**config.mk**
```make
export PLATFORM = sky130hd
export DESIGN_NAME = ysyx_22040088_ifu
export DESIGN_NICKNAME = d
export VERILOG_FILES = /design/src/rtl/ysyx_22040088_ifu_pkg.sv /design/src/rtl/ysyx_22040088_ifu_reg.sv /design/src/rtl/ysyx_22040088_ifu.sv
export SDC_FILE = /design/constraint.sdc
export NUM_CORES = 1
export LEC_CHECK = 0
export ABC_AREA = 1
export CAP_MARGIN = 0
export CORE_ASPECT_RATIO = 1.2
export CORE_UTILIZATION = 34
export CTS_CLUSTER_DIAMETER = 40
export CTS_CLUSTER_SIZE = 16
export DETAILED_ROUTE_END_ITERATION = 12
export PLACE_DENSITY = 0.7
export SLEW_MARGIN = 25
export SYNTH_ARGS = -nofsm -noshare
export SYNTH_HDL_FRONTEND = slang
export SYNTH_HIERARCHICAL = 1
export SYNTH_SLANG_ARGS = --single-unit
```
**constraint.sdc**
```tcl
create_clock -name clk -period 2 [get_ports clk]
set_input_delay 0.2 -clock clk [delete_from_list [all_inputs] [get_ports clk]]
set_output_delay 0.2 -clock clk [all_outputs]
set_load 0.05 [all_outputs]
```
**src/rtl/ysyx_22040088_ifu_pkg.sv**
```systemverilog
// Shared definitions for the instruction fetch unit: FSM state encoding,
// instruction width and the default reset PC.
package ysyx_22040088_ifu_pkg;

  typedef enum logic [2:0] {
    S_REQ   = 3'd0,
    S_WAIT  = 3'd1,
    S_OUT   = 3'd2,
    S_EXEC  = 3'd3,
    S_FAULT = 3'd4
  } state_t;

  localparam int          INST_W           = 32;
  localparam logic [63:0] RESET_PC_DEFAULT = 64'h0000_0000_8000_0000;

  // Instructions are 4-byte aligned; any low address bit set is a fault.
  function automatic logic misaligned(input logic [1:0] lsb);
    return lsb != 2'b00;
  endfunction

endpackage

```
**src/rtl/ysyx_22040088_ifu_reg.sv**
```systemverilog
// Generic write-enabled register with asynchronous active-low reset,
// used for the architectural PC and the fetched instruction word.
module ysyx_22040088_reg #(
  parameter int           W       = 64,
  parameter logic [W-1:0] RST_VAL = '0
) (
  input  logic         clk,
  input  logic         rst_n,
  input  logic         we,
  input  logic [W-1:0] d,
  output logic [W-1:0] q
);

  always_ff @(posedge clk or negedge rst_n) begin
    if (!rst_n) begin
      q <= RST_VAL;
    end else if (we) begin
      q <= d;
    end
  end

endmodule

```
**src/rtl/ysyx_22040088_ifu.sv**
```systemverilog
// Instruction fetch unit: owns the PC, fetches one instruction per retired
// instruction over a valid/ready memory port, non-pipelined.
module ysyx_22040088_ifu
  import ysyx_22040088_ifu_pkg::*;
#(
  parameter int              XLEN     = 64,
  parameter logic [XLEN-1:0] RESET_PC = RESET_PC_DEFAULT[XLEN-1:0]
) (
  input  logic              clk,
  input  logic              rst_n,
  output logic              imem_req_valid,
  input  logic              imem_req_ready,
  output logic [XLEN-1:0]   imem_req_addr,
  input  logic              imem_resp_valid,
  input  logic [INST_W-1:0] imem_resp_data,
  input  logic              imem_resp_err,
  output logic              inst_valid,
  input  logic              inst_ready,
  output logic [INST_W-1:0] inst,
  output logic [XLEN-1:0]   inst_pc,
  output logic [XLEN-1:0]   pcadd,
  input  logic              commit_valid,
  input  logic [XLEN-1:0]   nextpc,
  output logic              fetch_fault
);

  state_t            state_reg;
  logic              req_valid_reg;
  logic              inst_valid_reg;
  logic              fault_reg;
  logic [XLEN-1:0]   pc;
  logic [INST_W-1:0] inst_q;

  logic req_fire;
  logic resp_ok;
  logic commit_fire;
  logic commit_bad;

  assign req_fire    = (state_reg == S_REQ) && req_valid_reg && imem_req_ready;
  assign resp_ok     = (state_reg == S_WAIT) && imem_resp_valid && !imem_resp_err;
  // Commit is only meaningful while the current instruction is being handed
  // to decode or is executing; anywhere else it is ignored.
  assign commit_fire = ((state_reg == S_OUT) && inst_ready && commit_valid) ||
                       ((state_reg == S_EXEC) && commit_valid);
  assign commit_bad  = misaligned(nextpc[1:0]);

  ysyx_22040088_reg #(.W(XLEN), .RST_VAL(RESET_PC)) u_pc (
    .clk   (clk),
    .rst_n (rst_n),
    .we    (commit_fire),
    .d     (nextpc),
    .q     (pc)
  );

  ysyx_22040088_reg #(.W(INST_W), .RST_VAL('0)) u_inst (
    .clk   (clk),
    .rst_n (rst_n),
    .we    (resp_ok),
    .d     (imem_resp_data),
    .q     (inst_q)
  );

  always_ff @(posedge clk or negedge rst_n) begin
    if (!rst_n) begin
      state_reg      <= S_REQ;
      req_valid_reg  <= 1'b0;
      inst_valid_reg <= 1'b0;
      fault_reg      <= 1'b0;
    end else begin
      case (state_reg)
        S_REQ: begin
          if (req_fire) begin
            req_valid_reg <= 1'b0;
            state_reg     <= S_WAIT;
          end else begin
            req_valid_reg <= 1'b1;
          end
        end
        S_WAIT: begin
          if (imem_resp_valid) begin
            if (imem_resp_err) begin
              state_reg <= S_FAULT;
              fault_reg <= 1'b1;
            end else begin
              state_reg      <= S_OUT;
              inst_valid_reg <= 1'b1;
            end
          end
        end
        S_OUT: begin
          if (inst_ready) begin
            inst_valid_reg <= 1'b0;
            state_reg      <= S_EXEC;
          end
        end
        S_EXEC: begin
          inst_valid_reg <= 1'b0;
        end
        default: begin
          state_reg      <= S_FAULT;
          req_valid_reg  <= 1'b0;
          inst_valid_reg <= 1'b0;
          fault_reg      <= 1'b1;
        end
      endcase
      // Placed after the case so a same-cycle commit overrides the S_OUT -> S_EXEC step.
      if (commit_fire) begin
        if (commit_bad) begin
          state_reg <= S_FAULT;
          fault_reg <= 1'b1;
        end else begin
          state_reg     <= S_REQ;
          req_valid_reg <= 1'b1;
        end
      end
    end
  end

  assign imem_req_valid = req_valid_reg;
  assign imem_req_addr  = pc;
  assign inst_valid     = inst_valid_reg;
  assign inst           = inst_q;
  assign inst_pc        = pc;
  assign pcadd          = pc + XLEN'(4);
  assign fetch_fault    = fault_reg;

endmodule

```
* After elaboration in Yosys (flattened, before gate mapping)
Cells that the tools add are included.
** Storage, ports and cells
- Bits in registers :: 102
- Output and inout bits :: 227
- Logic and storage cells :: 53
** Cells by class
- $add $sub $neg :: 1
- Equality and inequality tests :: 10
- Multiplexer cells :: 20
- Bitwise operators :: 1
- Reduce and logical (&&, ||, !) cells :: 15
** Operators by type and width (count)
- 64-bit by 3-bit adder with 64-bit output, second input constant :: 1
- 3-bit two-way mux :: 6
- 3-bit case mux with 4 select lines :: 1
- 1-bit two-way mux :: 10
- 3-bit != test, second input constant :: 3
- 2-bit != test, second input constant :: 4
- 4-bit AND reduction :: 2
- 1-bit logical AND :: 7
- 3-bit by 2-bit equality test with 1-bit output, second input constant :: 2
- 3-bit OR reduction :: 2
- 1-bit case mux with 2 select lines :: 2
- 3-bit by 1-bit equality test with 1-bit output, second input constant :: 1
- 3-bit logical NOT :: 1
- 1-bit case mux with 3 select lines :: 1
- 2-bit nonzero test :: 1
- 1-bit logical NOT :: 1
- 1-bit logical OR :: 1
- 1-bit inverter :: 1

* Logic depth before layout (Yosys ltp)
Gate-level depths: netlist (run 1).
- Depth in word-level cells :: 7
- Depth in mapped cells :: 10
- Mapped depth without buffers :: 10

* By module
The synthesis (run 1) kept the hierarchy.
** Modules (own cells, without submodules)
- ysyx_22040088_ifu :: times used 1, cells each 565, area each 2912.8 µm², sequential area each 150.1 µm²
- ysyx_22040088_reg at u_pc :: times used 1, cells each 270, area each 2447.3 µm², sequential area each 1602.8 µm²
- ysyx_22040088_reg at u_inst :: times used 1, cells each 136, area each 1292.5 µm², sequential area each 800.8 µm²

* Least setup slack after synthesis (run 1)
Ideal clock, no wire load.
- Kind :: flip-flop to output port
- Start point :: register u_pc.q[2]
- End point :: output pcadd[33]
- Data arrival time :: 2550 ps
- Required time :: 1800 ps
- Path slack :: -750 ps
- Cell stages (with the launch flop) :: 7
- Buffers on the path :: 0
- Cells stage by stage :: dfrtp_1 -> inv_1 -> nor2_2 -> nand2_4 -> nor2_8 -> nand2_1 -> xnor2_1
** Between the ends
- Word-level cells in the longest chain between the ends :: 1
** Ends and longest elaborated chain
- start, declared :: line ysyx_22040088_ifu_reg.sv:11 : output logic [W-1:0] q
- start signal, assigned :: line ysyx_22040088_ifu_reg.sv:16 : q <= RST_VAL;
- start signal, assigned :: line ysyx_22040088_ifu_reg.sv:18 : q <= d;
- 64-bit by 3-bit adder with 64-bit output :: line ysyx_22040088_ifu.sv:124 : assign pcadd = pc + XLEN'(4);
- end, declared :: line ysyx_22040088_ifu.sv:21 : output logic [XLEN-1:0] pcadd,
No other way between the ends.

* Worst setup path in the final report (run 1)
- Start point :: register u_pc.q[2]
- End point :: output pcadd[62]
The elaborated chain is that of the path after synthesis.

==> results of run 1 <==
-- synth_stat cells (all sizes together), types with 2 or more instances --
| master | number |
|---|---|
| inv | 48 |
| clkbuf | 9 |
| o21ai | 24 |
| xor2 | 11 |
| nand3b | 6 |
| dfrtp | 101 |
| nand4 | 11 |
| buf | 77 |
| nand3 | 14 |
| nor2 | 134 |
| nor3 | 2 |
| xnor2 | 20 |
| nand2 | 506 |
-- through the flow --
stage / area (sq um) / utilization (%) / hold slack [ns] / std cells / setup TNS [ns]
global placement: 11100 / 58.4 / 0.318 / 1528 / 0
CTS: 12400 / 65.5 / 0.349 / 1593 / -3.98
finish: 13200 / 69.4 / 0.359 / 1613 / -8.10
global route: 13200 / 69.4 / 0.352 / 1613 / -12.04
detailed placement: 11100 / 58.4 / 0.320 / 1528 / 0
floorplan: 7140 / - / -0.0956 / 971 / -0.154
-- worst max-delay path: stages (launching register included) --
cell     delay [ns]
dfrtp_4        0.45
ha_4           0.15
nand3_4        0.13
buf_4          0.17
nor2_2         0.19
nand2_2        0.12
o21ai_0        0.27
nand2_1        0.16
buf_12         0.18
-- report_power, final --
group | switching (mW) | leakage (nW) | internal (mW)
Clock | 0.942 | 0.145 | 0.878
Sequential | 1.10 | 1.27 | 2.93
Combinational | 9.53 | 4.92 | 5.71
Total | 11.6 | 6.34 | 9.51
-- kinds of logic (layout without fill, tap and decap cells) --
group	after synthesis	in the layout	share of synthesized area [%]
XOR/XNOR	31	31	4.08
AO/OA/AOI/OAI	28	28	2.24
AND/OR/NAND/NOR	674	674	41.5
buffers and inverters	135	521	13.6
adder cells (fa/ha/maj)	1	1	0.188
flip-flops	102	102	38.4
-- how the worst max path moves through the flow --
stage                                start         to  slack (ns)  cells past startpoint
global placement    u_pc/q[31]$_DFFE_PN1P_  pcadd[34]        0.08                      7
detailed placement   u_pc/q[2]$_DFFE_PN0P_  pcadd[36]       0.004                      9
floorplan            u_pc/q[2]$_DFFE_PN0P_  pcadd[11]       -0.05                      5
finish               u_pc/q[2]$_DFFE_PN0P_  pcadd[62]       -0.40                      8
CTS                  u_pc/q[2]$_DFFE_PN0P_  pcadd[44]       -0.16                     11
global route         u_pc/q[2]$_DFFE_PN0P_  pcadd[62]       -0.49                      8
-- area by class of cell --
class                      instances  area, sq um
clock inverter                     7         67.6
inverter                          49          210
clock buffer                       9          225
multi-input combinational        734         4680
tap                              256          320
sequential                       102         2610
fill                            1455         5810
timing repair buffer             456         5060
-- metal layers --
metal	wire length (um)	GRT usage, %	share of wire, %	vias to the layer above
met5	0	0	0	-
met4	1900	13.3	6.0	0
met3	2920	7.22	9.3	139
met2	15700	49.7	50	494
met1	11000	30.8	35	3839
li1	-	-	-	3640
-- repair_timing --
item	CTS	global route
setup buffers	49	21
pin swaps	82	67
hold endpoints to repair	101	0
hold buffers	1	0
gates resized for setup	202	151
endpoints found under the setup margin	61	71
==> results.json, run 1 <==
{
  "io_buffers": 329,
  "hold_viol": 0,
  "cts_tree": "built",
  "syn_area_per_cell_sq_um": 6.85,
  "die-width_um": 130,
  "grt.overflow.total": 0,
  "gp_routability_congestion": 0.947,
  "period_minus_slack_ns": 2.40,
  "rsz0062_at_grt": "true",
  "min_to": "u_inst/q[1]$_DFFE_PN0P_",
  "fin_nets": 1456,
  "drive_above_1_share_pct": 39.8,
  "min_from": "imem_resp_data[1]",
  "worst-path-max-fanout": 4,
  "outcome": "complete, but fails checks",
  "yosys_most_used_dff": "dfrtp_1",
  "seq_area_frac_synth_pct": 38.4,
  "setup_viol_count_final": 56,
  "areaGrowthSynthToFinish_pct": 98.1,
  "p_leak_nw": 6.34,
  "ir_worst_vdd_mv": 1.14,
  "rr_worst_depth": 10,
  "hold_depth": 3,
  "finalMaxSlewViolations": 0,
  "dieArea_sq_um": 20100,
  "grt_pass1_wl_mm": 42.6,
  "maxSlewHeadroom_pct": 58.4,
  "synth_edf_count": 0,
  "failed_checks": "setup timing",
  "clkTransAtPathRegs_ns": 0.08,
  "via_per_inst": 5.03,
  "yosysTopAreaCell": "dfrtp_1",
  "drc": 0,
  "worstSetupPathType": "register to output pin",
  "grt_max_degree": 103,
  "final_cell_mix": "nand2_1, clkdlybuf4s50_1, buf_4",
  "maxCapViolations": 0,
  "synthTopCellsByArea": "dfrtp_1, nand2_1, buf_4",
  "period_share_pct": 120,
  "power.density_nw_per_um2": 1600,
  "first_pass_iters": 5,
  "r2r-end": "u_pc/q[29]$_DFFE_PN0P_",
  "wl_per_cell_um": 19.5,
  "finClkSkew_ns": 0.00746,
  "netlist_instances": 971,
  "layout_setup_ws_ns": -0.403,
  "yosysTopAreaCellShare_pct": 38.0,
  "largest_register_ffs": 64,
  "layout_commonest_cell": "nand2_1",
  "syn-cell-area_sq_um": 6650,
  "synthArstFlopShare_pct": 100,
  "antennaDiodeCount": 0,
  "r2r-start": "state_reg[2]$_DFFE_PN0P_",
  "antenna_left": 0,
  "grt_pass1_vias": 7752,
  "htree_levels": 3,
  "worst_ep_arrival_time_ns": 2.20,
  "ioPinCount": 330,
  "crit_required_ns": 1.80,
  "core_sq_um": 19000,
  "clockBufferDepth": 2,
  "wl_mm": 31.5,
  "vias": 8112,
  "cts_buffers": 9,
  "r2r_setup_slack_ns": 0.23,
  "clkLatencyLatePin_ns": 0.37,
  "grtUsageTotal_pct": 28.0,
  "cp-start-kind": "register",
  "yosysWarnings": 6,
  "hold_class": "input pin to register",
  "dp_slack_ns": 0.00383,
  "power_mw": 21.1,
  "end_kind": "output pin",
  "die_y_um": 155,
  "root_buffer": "clkbuf_16",
  "synth_cell_types": 33,
  "max_freq_mhz": 416,
  "start_util_pct": 35.0,
  "num_rows": 55,
  "ys_seq_elements": 102,
  "drtIter0Drc": 497,
  "dp_hpwl_mm": 20.4,
  "tightest_slew_ns": 0.624,
  "synth_fp_nets": 1075,
  "clock-sinks": 102,
  "antenna_found_initial": 0
}
Note: power is estimated with default switching activity, not from simulation.
==> run 2, diff against run 1 <==
- HOLD_SLACK_MARGIN: unset -> 0.05
==> results of run 2 <==
Same layout as run 1: the final DEF is identical, and so are final timing and power.
